--- config.mk ---
export PLATFORM = sky130hd
export DESIGN_NAME = bcd_serial_addsub_flat
export DESIGN_NICKNAME = d
export VERILOG_FILES = /design/src/rtl/bcd_serial_addsub_if.sv /design/src/rtl/bcd_serial_addsub.sv /design/src/flat_wrapper.sv
export SDC_FILE = /design/constraint.sdc
export NUM_CORES = 1
export LEC_CHECK = 0
export CORE_UTILIZATION = 30
export DETAILED_ROUTE_END_ITERATION = 6
export GPL_TIMING_DRIVEN = 1
export SLEW_MARGIN = 5
export SYNTH_ARGS = -nofsm -noshare
export SYNTH_HDL_FRONTEND = slang
export SYNTH_SLANG_ARGS = --single-unit
--- constraint.sdc ---
create_clock -name clk -period 6.8 [get_ports clk]
set_input_delay 1.36 -clock clk [delete_from_list [all_inputs] [get_ports clk]]
set_output_delay 1.36 -clock clk [all_outputs]
set_load 0.005 [all_outputs]
--- src/rtl/bcd_serial_addsub_if.sv ---
// Handshake and operand/result bundle for the digit-serial BCD adder/subtractor.
interface bcd_serial_addsub_if #(parameter int DIGITS = 4);
    logic                  start;
    logic                  sub;
    logic [4*DIGITS-1:0]   a;
    logic [4*DIGITS-1:0]   b;
    logic                  c_in;
    logic                  busy;
    logic                  done;
    logic [4*DIGITS-1:0]   result;
    logic                  c_out;
    logic                  err;

    modport master (output start, sub, a, b, c_in,
                    input  busy, done, result, c_out, err);
    modport slave  (input  start, sub, a, b, c_in,
                    output busy, done, result, c_out, err);
endinterface

--- src/rtl/bcd_serial_addsub.sv ---
// Multi-digit BCD add/subtract, one digit per clock, LSD first, sharing one
// digit-correction datapath. Subtraction uses nine's complement of b plus carry.
//
// state | meaning
// IDLE  | waiting for start
// RUN   | one digit of the operands processed per cycle
// DONE  | one-cycle done pulse, a new start is accepted here
module bcd_serial_addsub #(
    parameter int DIGITS = 4
) (
    input  logic clk,
    input  logic rst_n,
    bcd_serial_addsub_if.slave bus
);
    localparam int KW = (DIGITS > 1) ? $clog2(DIGITS) : 1;
    localparam logic [KW-1:0] K_LAST = KW'(DIGITS - 1);

    typedef enum logic [1:0] {IDLE, RUN, DONE} state_t;

    state_t              state;
    logic [4*DIGITS-1:0] a_q;
    logic [4*DIGITS-1:0] b_q;
    logic                sub_q;
    logic                carry;
    logic [KW-1:0]       k;
    logic [4*DIGITS-1:0] result_q;
    logic                c_out_q;
    logic                err_q;
    logic                busy_q;
    logic                done_q;

    logic                bad_digit;
    logic [3:0]          b_adj;
    logic [4:0]          t;
    logic [3:0]          digit;
    logic                carry_next;

    always_comb begin
        bad_digit = 1'b0;
        for (int i = 0; i < DIGITS; i++) begin
            if (bus.a[4*i +: 4] > 4'd9 || bus.b[4*i +: 4] > 4'd9)
                bad_digit = 1'b1;
        end
    end

    // Operands shift right each RUN cycle so the current digit is always in [3:0].
    always_comb begin
        b_adj      = sub_q ? (4'd9 - b_q[3:0]) : b_q[3:0];
        t          = 5'(a_q[3:0]) + 5'(b_adj) + 5'(carry);
        carry_next = (t > 5'd9);
        digit      = carry_next ? (t[3:0] + 4'd6) : t[3:0];
    end

    always_ff @(posedge clk or negedge rst_n) begin
        if (!rst_n) begin
            state    <= IDLE;
            a_q      <= '0;
            b_q      <= '0;
            sub_q    <= 1'b0;
            carry    <= 1'b0;
            k        <= '0;
            result_q <= '0;
            c_out_q  <= 1'b0;
            err_q    <= 1'b0;
            busy_q   <= 1'b0;
            done_q   <= 1'b0;
        end else begin
            case (state)
                IDLE, DONE: begin
                    done_q <= 1'b0;
                    if (bus.start) begin
                        a_q      <= bus.a;
                        b_q      <= bus.b;
                        sub_q    <= bus.sub;
                        carry    <= bus.sub ? ~bus.c_in : bus.c_in;
                        err_q    <= bad_digit;
                        result_q <= '0;
                        k        <= '0;
                        busy_q   <= 1'b1;
                        state    <= RUN;
                    end else begin
                        state <= IDLE;
                    end
                end
                RUN: begin
                    result_q[{k, 2'b00} +: 4] <= digit;
                    carry <= carry_next;
                    a_q   <= a_q >> 4;
                    b_q   <= b_q >> 4;
                    k     <= k + 1'b1;
                    if (k == K_LAST) begin
                        c_out_q <= sub_q ? ~carry_next : carry_next;
                        busy_q  <= 1'b0;
                        done_q  <= 1'b1;
                        state   <= DONE;
                    end
                end
                default: state <= IDLE;
            endcase
        end
    end

    assign bus.busy   = busy_q;
    assign bus.done   = done_q;
    assign bus.result = result_q;
    assign bus.c_out  = c_out_q;
    assign bus.err    = err_q;
endmodule

--- src/flat_wrapper.sv ---
// flat-port wrapper written by rule: the top's interface ports become plain ports
module bcd_serial_addsub_flat 
#(
    parameter int DIGITS = 4
)
  (clk, rst_n, bus_start, bus_sub, bus_a, bus_b, bus_c_in, bus_busy, bus_done, bus_result, bus_c_out, bus_err);
  bcd_serial_addsub_if #(.DIGITS(DIGITS)) bus_i ();
  input  logic clk;
  input  logic rst_n;
  input wire logic [$bits(bus_i.start)-1:0] bus_start;
  input wire logic [$bits(bus_i.sub)-1:0] bus_sub;
  input wire logic [$bits(bus_i.a)-1:0] bus_a;
  input wire logic [$bits(bus_i.b)-1:0] bus_b;
  input wire logic [$bits(bus_i.c_in)-1:0] bus_c_in;
  output wire logic [$bits(bus_i.busy)-1:0] bus_busy;
  output wire logic [$bits(bus_i.done)-1:0] bus_done;
  output wire logic [$bits(bus_i.result)-1:0] bus_result;
  output wire logic [$bits(bus_i.c_out)-1:0] bus_c_out;
  output wire logic [$bits(bus_i.err)-1:0] bus_err;
  assign bus_i.start = bus_start;
  assign bus_i.sub = bus_sub;
  assign bus_i.a = bus_a;
  assign bus_i.b = bus_b;
  assign bus_i.c_in = bus_c_in;
  assign bus_busy = bus_i.busy;
  assign bus_done = bus_i.done;
  assign bus_result = bus_i.result;
  assign bus_c_out = bus_i.c_out;
  assign bus_err = bus_i.err;
  bcd_serial_addsub #(.DIGITS(DIGITS)) u_core (.clk(clk), .rst_n(rst_n), .bus(bus_i));
endmodule
==> impl_metrics.yaml, run 1 <==
global_route:
  grt_pass1_vias: 2307
  antenna_found_initial: 0
  grt_pass1_wl_um: 11200
  grt_max_degree: 59
  grt_use_total: 0.145
  grt_overflow_total: 0
cells_and_area:
  mostFrequentLayoutCells: "77 x nand2_1, 58 x dfrtp_1, 55 x clkdlybuf4s50_1"
  num-fill-cells: 949
  drive_above_1_share: 0.0757
  layout_commonest_cell: "nand2_1"
  finalInstanceArea_mm2: 0.00366
  final_nets: 415
  syn2layout_area_growth_pct: 28.7
  antenna_cells: 0
drt:
  drt_iter0_drc: 79
  drc_errors: 0
  dr.pass1.iters: 4
  ant_nets: 0
  wirelength_um: 6760
  vias: 2401
  wl_per_cell_um: 14.1
  via_per_inst: 4.99
timing:
  fin_tns_setup_ns: 0
  hold_slack_ns: 0.477
  worst_slew_pin_slew_ns: 1.06
  fin_crit_ns: 3.13
  fmax_ghz: 0.320
  fin_crit_sh: 0.460
  setup_violations: 0
  grt_setup_unrepaired: "false"
  relSlewSlack: 0.293
  hold_viol: 0
  timing.final.max_slew_violations: 0
  skew_ns: 0.00516
placement:
  routabilityCongestion: 0.764
  dpl-instance-area_mm2: 0.00351
  dpl.hpwl_um: 4690
  io_buffers: 56
cts:
  post_cts.repair.setup_buffers: 0
  clock_tree.buffer_depth: 2
  cts_made_buffers: 9
  path_clk_slew_ns: 0.07
  hold_buffers: 0
  cts_tree: "built"
  cts-root-buf: "clkbuf_8"
  cts.sinks: 58
  htree_levels: 3
  insertion_delay_ns: 0.33
  cts-resized-gates: 0
power:
  irDropWorstVdd_mv: 0.301
  p_seq_frac: 0.272
  pwr-share-comb: 0.603
  swShare: 0.451
  clock_power_share: 0.124
  power.density_mw_per_mm2: 590
  internal_power_uw: 1190
  p_switching_uw: 974
  p_leak_uw: 0.00162
logic_synthesis:
  ys_warn_count: 0
  synth_seq_cells: 58
  synth.distinct_cells: 39
  synthFlopType: "dfrtp_1"
  synth_area_mm2: 0.00285
  synth_edf_count: 0
  synthArstFlopShare: 1.00
  syn-num-nets: 362
  syn_inst: 314
  yosysSeqAreaShare: 0.510
  avgSynthCellArea_um2: 9.07
setup_path:
  worstSetupEndpointType: "flop"
  critPathMaxFanout: 7
  critPathLaunchType: "flop"
  crit_arrival_ns: 3.34
  crit_required_ns: 7.01
  critPathKind: "flop to flop"
flow_run:
  drv_cap: 0
hold_path:
  hold_path_class: "flop to flop"
die:
  core_mm2: 0.00920
  io_pins: 57
  rows: 35
  dieArea_mm2: 0.00989
  die_width_um: 99.4
  start_util: 0.310
  dieHeight_um: 99.4
outcome:
  outcome: "finished clean"
-- layout make-up --
class | count | area (um^2) | area share
flip-flops and latches | 58 | 1450 | 0.396
multi-input cells | 229 | 1300 | 0.354
repair buffers | 60 | 586 | 0.160
clock buffers | 11 | 141 | 0.0386
well taps | 111 | 139 | 0.0379
inverters | 9 | 33.8 | 0.00922
clock inverters | 3 | 17.5 | 0.00478
-- flip-flops by register name, indices dropped and copies added, names as in the netlist --
register / cells
u_core.a_q: 16
u_core.b_q: 16
u_core.bus.busy: 1
u_core.bus.c_out: 1
u_core.bus.done: 1
u_core.bus.err: 1
u_core.bus.result: 16
u_core.carry: 1
u_core.k: 2
u_core.state: 2
u_core.sub_q: 1
-- routing by layer --
layer | routed length, um | global-route usage | vias to the layer above | share of wire
li1 | - | - | 1179 | -
met2 | 3110 | 0.234 | 59 | 0.46
met4 | 37 | 0.0441 | 0 | 0.0055
met5 | 0 | 0 | - | 0
met1 | 3320 | 0.192 | 1158 | 0.49
met3 | 295 | 0.0379 | 5 | 0.044
-- cell usage after synthesis (3+ instances only) --
| cell | count | area share |
|---|---|---|
| nand2_1 | 77 | 0.10 |
| dfrtp_1 | 58 | 0.51 |
| nor2_1 | 31 | 0.041 |
| o21ai_0 | 28 | 0.049 |
| a31oi_1 | 21 | 0.046 |
| clkbuf_1 | 16 | 0.021 |
| a21oi_1 | 9 | 0.016 |
| a22o_1 | 9 | 0.028 |
| ha_1 | 9 | 0.040 |
| inv_1 | 9 | 0.012 |
| nand3_1 | 4 | 0.0070 |
| nand4_1 | 4 | 0.0088 |
| o21ai_1 | 3 | 0.0053 |
| xnor2_1 | 3 | 0.0092 |
-- power groups by stage --
stage          Combinational [uW]  Sequential, uW  Clock, uW
2_1_floorplan                 970             575          0
4_1_cts                      1310             589        279
3_3_place_gp                 1260             592          0
6_report                     1300             589        268
3_5_place_dp                 1310             596          0
5_1_grt                      1460             609        293
-- critical path, stage by stage, from the launching register on --
cell	delay, ns
dfrtp_1	0.46
xnor2_1	0.28
fa_1	0.24
inv_1	0.06
fa_1	0.46
xnor2_1	0.40
ha_1	0.35
nand2_1	0.11
a21boi_0	0.14
nand3_1	0.14
a21oi_1	0.08
a221o_1	0.28
-- per-stage QoR --
| stage | total power (uW) | utilization | setup WS [ns] | cells |
|---|---|---|---|---|
| 6_report | 2160 | 0.399 | 3.67 | 481 |
| 5_1_grt | 2360 | 0.399 | 3.47 | 481 |
| 4_1_cts | 2180 | 0.399 | 3.70 | 481 |
| 3_5_place_dp | 1900 | 0.381 | 3.56 | 467 |
| 3_3_place_gp | 1850 | 0.381 | 3.58 | 467 |
| 2_1_floorplan | 1550 | - | 4.08 | 314 |
-- path summary, 6_finish.rpt --
kind	depth (start not counted)	to	from	slack (ns)
max in group asynchronous	2	u_core.a_q[0]	rst_n	5.14
min in group asynchronous	2	u_core.bus.result[7]	rst_n	1.17
hold / removal	2	u_core.bus.err	u_core.bus.err	0.48
setup / recovery	11	u_core.carry	u_core.sub_q	3.67
hold reg to reg	2	u_core.bus.err	u_core.bus.err	0.48
setup reg to reg	11	u_core.carry	u_core.sub_q	3.67
-- kinds of logic (layout without fill, tap and decap cells) --
| group | Yosys count | in the layout | share of synthesized area |
|---|---|---|---|
| mux | 2 | 2 | 0.00835 |
| compound gates | 82 | 82 | 0.184 |
| flops | 58 | 58 | 0.510 |
| buf+inv | 27 | 83 | 0.0360 |
| fa+ha+maj | 11 | 11 | 0.0536 |
| simple gates | 130 | 130 | 0.196 |
| xor+xnor | 4 | 4 | 0.0123 |
(Power assumes the default switching activity.)
==> run 2: changes to the inputs <==
==> constraint.sdc (replaced) <==
create_clock -name clk -period 3.1 [get_ports clk]
set_input_delay 0.62 -clock clk [delete_from_list [all_inputs] [get_ports clk]]
set_output_delay 0.62 -clock clk [all_outputs]
set_load 0.005 [all_outputs]
==> impl_metrics.yaml, run 2 (same netlist as run 1, synthesis figures left out) <==
die:
  dieHeight_um: 99.4
  dieArea_mm2: 0.00989
  core_mm2: 0.00920
  start_util: 0.310
  io_pins: 57
  rows: 35
  die_width_um: 99.4
cts:
  clock_tree.buffer_depth: 2
  cts_made_buffers: 9
  cts-resized-gates: 0
  cts-root-buf: "clkbuf_8"
  htree_levels: 3
  post_cts.repair.setup_buffers: 0
  insertion_delay_ns: 0.34
  path_clk_slew_ns: 0.07
  cts_tree: "built"
  hold_buffers: 0
  cts.sinks: 58
placement:
  place_ws_ns: 0.180
  dpl.hpwl_um: 4780
  io_buffers: 56
  place_inst: 469
  routabilityCongestion: 0.797
cells_and_area:
  antenna_cells: 0
  drive_above_1_share: 0.0856
  syn2layout_area_growth_pct: 32.5
  final_nets: 417
  mostFrequentLayoutCells: "77 x nand2_1, 58 x dfrtp_1, 55 x clkdlybuf4s50_1"
  final_cells: 485
  layout_commonest_cell: "nand2_1"
global_route:
  grt_max_degree: 59
  grt_pass1_wl_um: 11500
  grt_overflow_total: 0
  grt_use_total: 0.151
  antenna_found_initial: 0
  grt_pass1_vias: 2350
drt:
  via_per_inst: 4.98
  drc_errors: 0
  vias: 2413
  drt_iter0_drc: 90
  wirelength_um: 6890
  wl_per_cell_um: 14.2
  dr.pass1.iters: 4
  ant_nets: 0
timing:
  worst_slew_pin_slew_ns: 0.974
  grt_setup_unrepaired: "false"
  fin_crit_sh: 0.939
  timing.final.max_slew_violations: 0
  fin_tns_setup_ns: 0
  setup_violations: 0
  skew_ns: 0.0114
  hold_slack_ns: 0.421
  layout_setup_ws_ns: 0.188
  relSlewSlack: 0.351
  fmax_ghz: 0.343
  fin_crit_ns: 2.91
  hold_viol: 0
setup_path:
  crit_arrival_ns: 3.15
  worstSetupEndpointType: "flop"
  critPathMaxFanout: 7
  critPathLaunchType: "flop"
  r2r_slack_ns: 0.19
  critPathKind: "flop to flop"
  crit_required_ns: 3.34
hold_path:
  hold_path_class: "input pin to async pin"
power:
  pwr-share-comb: 0.572
  total_power_uw: 5110
  power.density_mw_per_mm2: 1350
  irDropWorstVdd_mv: 0.609
  p_leak_uw: 0.00167
  p_switching_uw: 2180
  internal_power_uw: 2930
  p_seq_frac: 0.253
  swShare: 0.426
  clock_power_share: 0.175
outcome:
  outcome: "finished clean"
flow_run:
  drv_cap: 0
==> run 2: critical path, stage by stage (launching register included) <==
cell and delay (ns):
dfrtp_1 0.44, xnor2_1 0.25, fa_1 0.22, inv_1 0.06
fa_1 0.65, inv_1 0.10, ha_1 0.26, nand2_1 0.12
a21boi_0 0.19, nand3_1 0.13, nor3b_1 0.17, o31ai_1 0.22
==> run 2: power by group through the flow <==
stage                     Clock [uW]  Combinational (uW)  Sequential [uW]
after global routing             953                3270             1340
after CTS                        910                2950             1290
after global placement             0                2850             1290
after detailed placement           0                2930             1310
final                            896                2920             1290
after floorplan                    0                2130             1260
==> run 2: worst paths after layout <==
kind	start	end	depth (start not counted)
setup / recovery	u_core.sub_q	u_core.bus.c_out	11
hold / removal	rst_n	u_core.bus.result[4]	2
setup reg to reg	u_core.sub_q	u_core.bus.c_out	11
hold reg to reg	u_core.bus.err	u_core.bus.err	2
max in group asynchronous	rst_n	u_core.a_q[1]	2
min in group clk	u_core.bus.err	u_core.bus.err	2
==> run 2: per-stage QoR <==
step,cell area (um^2),utilization
final,3770,0.410
after global routing,3770,0.410
after CTS,3770,0.410
after detailed placement,3520,0.383
after global placement,3520,0.383
after floorplan,2850,-
==> run 2: area by class of cell <==
| type | instances | area (um^2) |
|---|---|---|
| fill | 923 | 5420 |
| sequential | 58 | 1450 |
| multi-input combinational | 229 | 1300 |
| timing repair buffer | 62 | 601 |
| clock buffer | 12 | 155 |
| tap | 111 | 139 |
| clock inverter | 4 | 97.6 |
| inverter | 9 | 33.8 |
==> run 2: routing by layer <==
metal	track usage	part of all wire
met4	0.0588	0.019
met1	0.194	0.48
met3	0.0401	0.055
met5	0	0
met2	0.243	0.45
==> run 3: changes to the inputs <==
--- a/config.mk
+++ b/config.mk
@@ -5,9 +5,11 @@
 export SDC_FILE = /design/constraint.sdc
 export NUM_CORES = 1
 export LEC_CHECK = 0
-export CORE_UTILIZATION = 30
+export CORE_UTILIZATION = 53
+export CTS_BUF_LIST = sky130_fd_sc_hd__clkbuf_8
 export DETAILED_ROUTE_END_ITERATION = 6
 export GPL_TIMING_DRIVEN = 1
+export PLACE_DENSITY = 0.82
 export SLEW_MARGIN = 5
 export SYNTH_ARGS = -nofsm -noshare
 export SYNTH_HDL_FRONTEND = slang
==> impl_metrics.yaml, run 3 (same netlist as run 1, synthesis figures left out) <==
outcome:
  outcome: "finished clean"
timing:
  timing.final.max_slew_violations: 0
  relSlewSlack: 0.386
  fmax_ghz: 0.345
  setup_violations: 0
  grt_setup_unrepaired: "false"
  fin_crit_sh: 0.935
  fin_crit_ns: 2.90
  worst_slew_pin_slew_ns: 0.921
  skew_ns: 0.00482
  hold_viol: 0
  fin_tns_setup_ns: 0
power:
  p_switching_uw: 2170
  power.density_mw_per_mm2: 1340
  swShare: 0.442
  total_power_uw: 4920
  clock_power_share: 0.134
  pwr-share-comb: 0.602
  p_leak_uw: 0.00166
  internal_power_uw: 2750
  irDropWorstVdd_mv: 0.715
  p_seq_frac: 0.264
placement:
  dpl.hpwl_um: 4530
  routabilityCongestion: 0.776
  place_inst: 429
  dpl-instance-area_mm2: 0.00348
  io_buffers: 56
drt:
  via_per_inst: 5.57
  drc_errors: 0
  wl_per_cell_um: 14.5
  dr.pass1.iters: 4
  vias: 2472
  ant_nets: 0
  wirelength_um: 6420
  drt_iter0_drc: 224
global_route:
  grt_pass1_vias: 2316
  grt_overflow_total: 0
  grt_max_degree: 46
  grt_pass1_wl_um: 10400
  antenna_found_initial: 0
  grt_use_total: 0.253
setup_path:
  critPathMaxFanout: 7
  worstSetupEndpointType: "flop"
  critPathKind: "flop to flop"
  critPathLaunchType: "flop"
  max_stage_delay_ns: 0.48
  crit_arrival_ns: 3.12
  crit_required_ns: 3.32
  crit_top_cell: "inv_1"
  slowest_stage: "fa_2"
  crit_path_cell_trace: "xnor2_2, fa_1, inv_1, fa_2, inv_1, ha_1, nand2_1, a21boi_0, nand3_1, a21oi_1, a221o_1"
cts:
  htree_levels: 3
  clock_tree.buffer_depth: 2
  cts_tree: "built"
  hold_buffers: 0
  path_clk_slew_ns: 0.06
  cts.sinks: 58
  insertion_delay_ns: 0.33
  cts_made_buffers: 9
  cts-root-buf: "clkbuf_8"
die:
  core_mm2: 0.00514
  start_util: 0.554
  io_pins: 57
  dieHeight_um: 75.3
  rows: 26
  die_width_um: 75.3
  dieArea_mm2: 0.00567
hold_path:
  hold_path_class: "input pin to async pin"
cells_and_area:
  final_cells: 444
  mostFrequentLayoutCells: "77 x nand2_1, 58 x dfrtp_1, 55 x clkdlybuf4s50_1"
  drive_above_1_share: 0.0882
  multi_input_area_mm2: 0.00131
  regArea_mm2: 0.00145
  syn2layout_area_growth_pct: 29.0
  layout_commonest_cell: "nand2_1"
  antenna_cells: 0
  num-fill-cells: 437
  final_nets: 418
  finalInstanceArea_mm2: 0.00367
flow_run:
  drv_cap: 0
[run 3: cell types whose count changed in the layout (fill, tap and decap cells not counted), sizes merged]
cell,previous run,this run
buf,7,8
bufinv,3,1
clkbuf,12,10
clkinv,0,2
clkinvlp,1,0
inv,9,11
[run 3: what timing repair did]
action,CTS,global route
setup buffers,0,0
resized for setup,0,2
endpoints found under the setup margin,0,4
[run 3: path summary, 6_finish.rpt]
kind | end | start | slack, ns | cells after the start
setup / recovery | u_core.carry | u_core.sub_q | 0.20 | 11
hold / removal | u_core.bus.result[7] | rst_n | 0.36 | 1
setup reg to reg | u_core.carry | u_core.sub_q | 0.20 | 11
hold reg to reg | u_core.bus.err | u_core.bus.err | 0.47 | 2
max in group asynchronous | u_core.k[0] | rst_n | 2.05 | 2
min in group clk | u_core.bus.err | u_core.bus.err | 0.47 | 2
[run 3: metal layers]
metal	GRT usage	vias up	share of wire
met1	0.308	1190	0.41
met4	0.113	0	0.020
met5	0	-	0
met3	0.0397	12	0.042
met2	0.446	79	0.52
li1	-	1191	-
[run 3: layout make-up]
cell class	instances	area share
Clock buffer	10	0.0375
Timing Repair Buffer	63	0.166
Clock inverter	5	0.0129
Tap cell	70	0.0239
Inverter	9	0.00920
Multi-Input combinational cell	229	0.356
Sequential cell	58	0.395
[run 3: critical path: cells and delay by family, from the launching register on]
| family | cells | cell delay [ns] |
|---|---|---|
| fa+ha+maj | 3 | 1.19 |
| compound gates | 3 | 0.50 |
| flops | 1 | 0.46 |
| simple gates | 2 | 0.24 |
| buf+inv | 2 | 0.23 |
| xor+xnor | 1 | 0.18 |
[run 3: metrics by stage]
step                 util  setup slack [ns]  hold slack (ns)
global placement    0.676             0.336            0.454
global route        0.714            0.0131            0.426
detailed placement  0.676             0.202            0.462
finish              0.714             0.201            0.364
floorplan               -             0.379            0.324
CTS                 0.713             0.170            0.388
[run 3: power by group through the flow]
stage	Clock [uW]	Sequential [uW]	Combinational (uW)
after floorplan	0	1260	2130
after global placement	0	1280	2790
after detailed placement	0	1300	2910
after CTS	667	1290	2950
after global routing	695	1340	3290
final	659	1300	2960
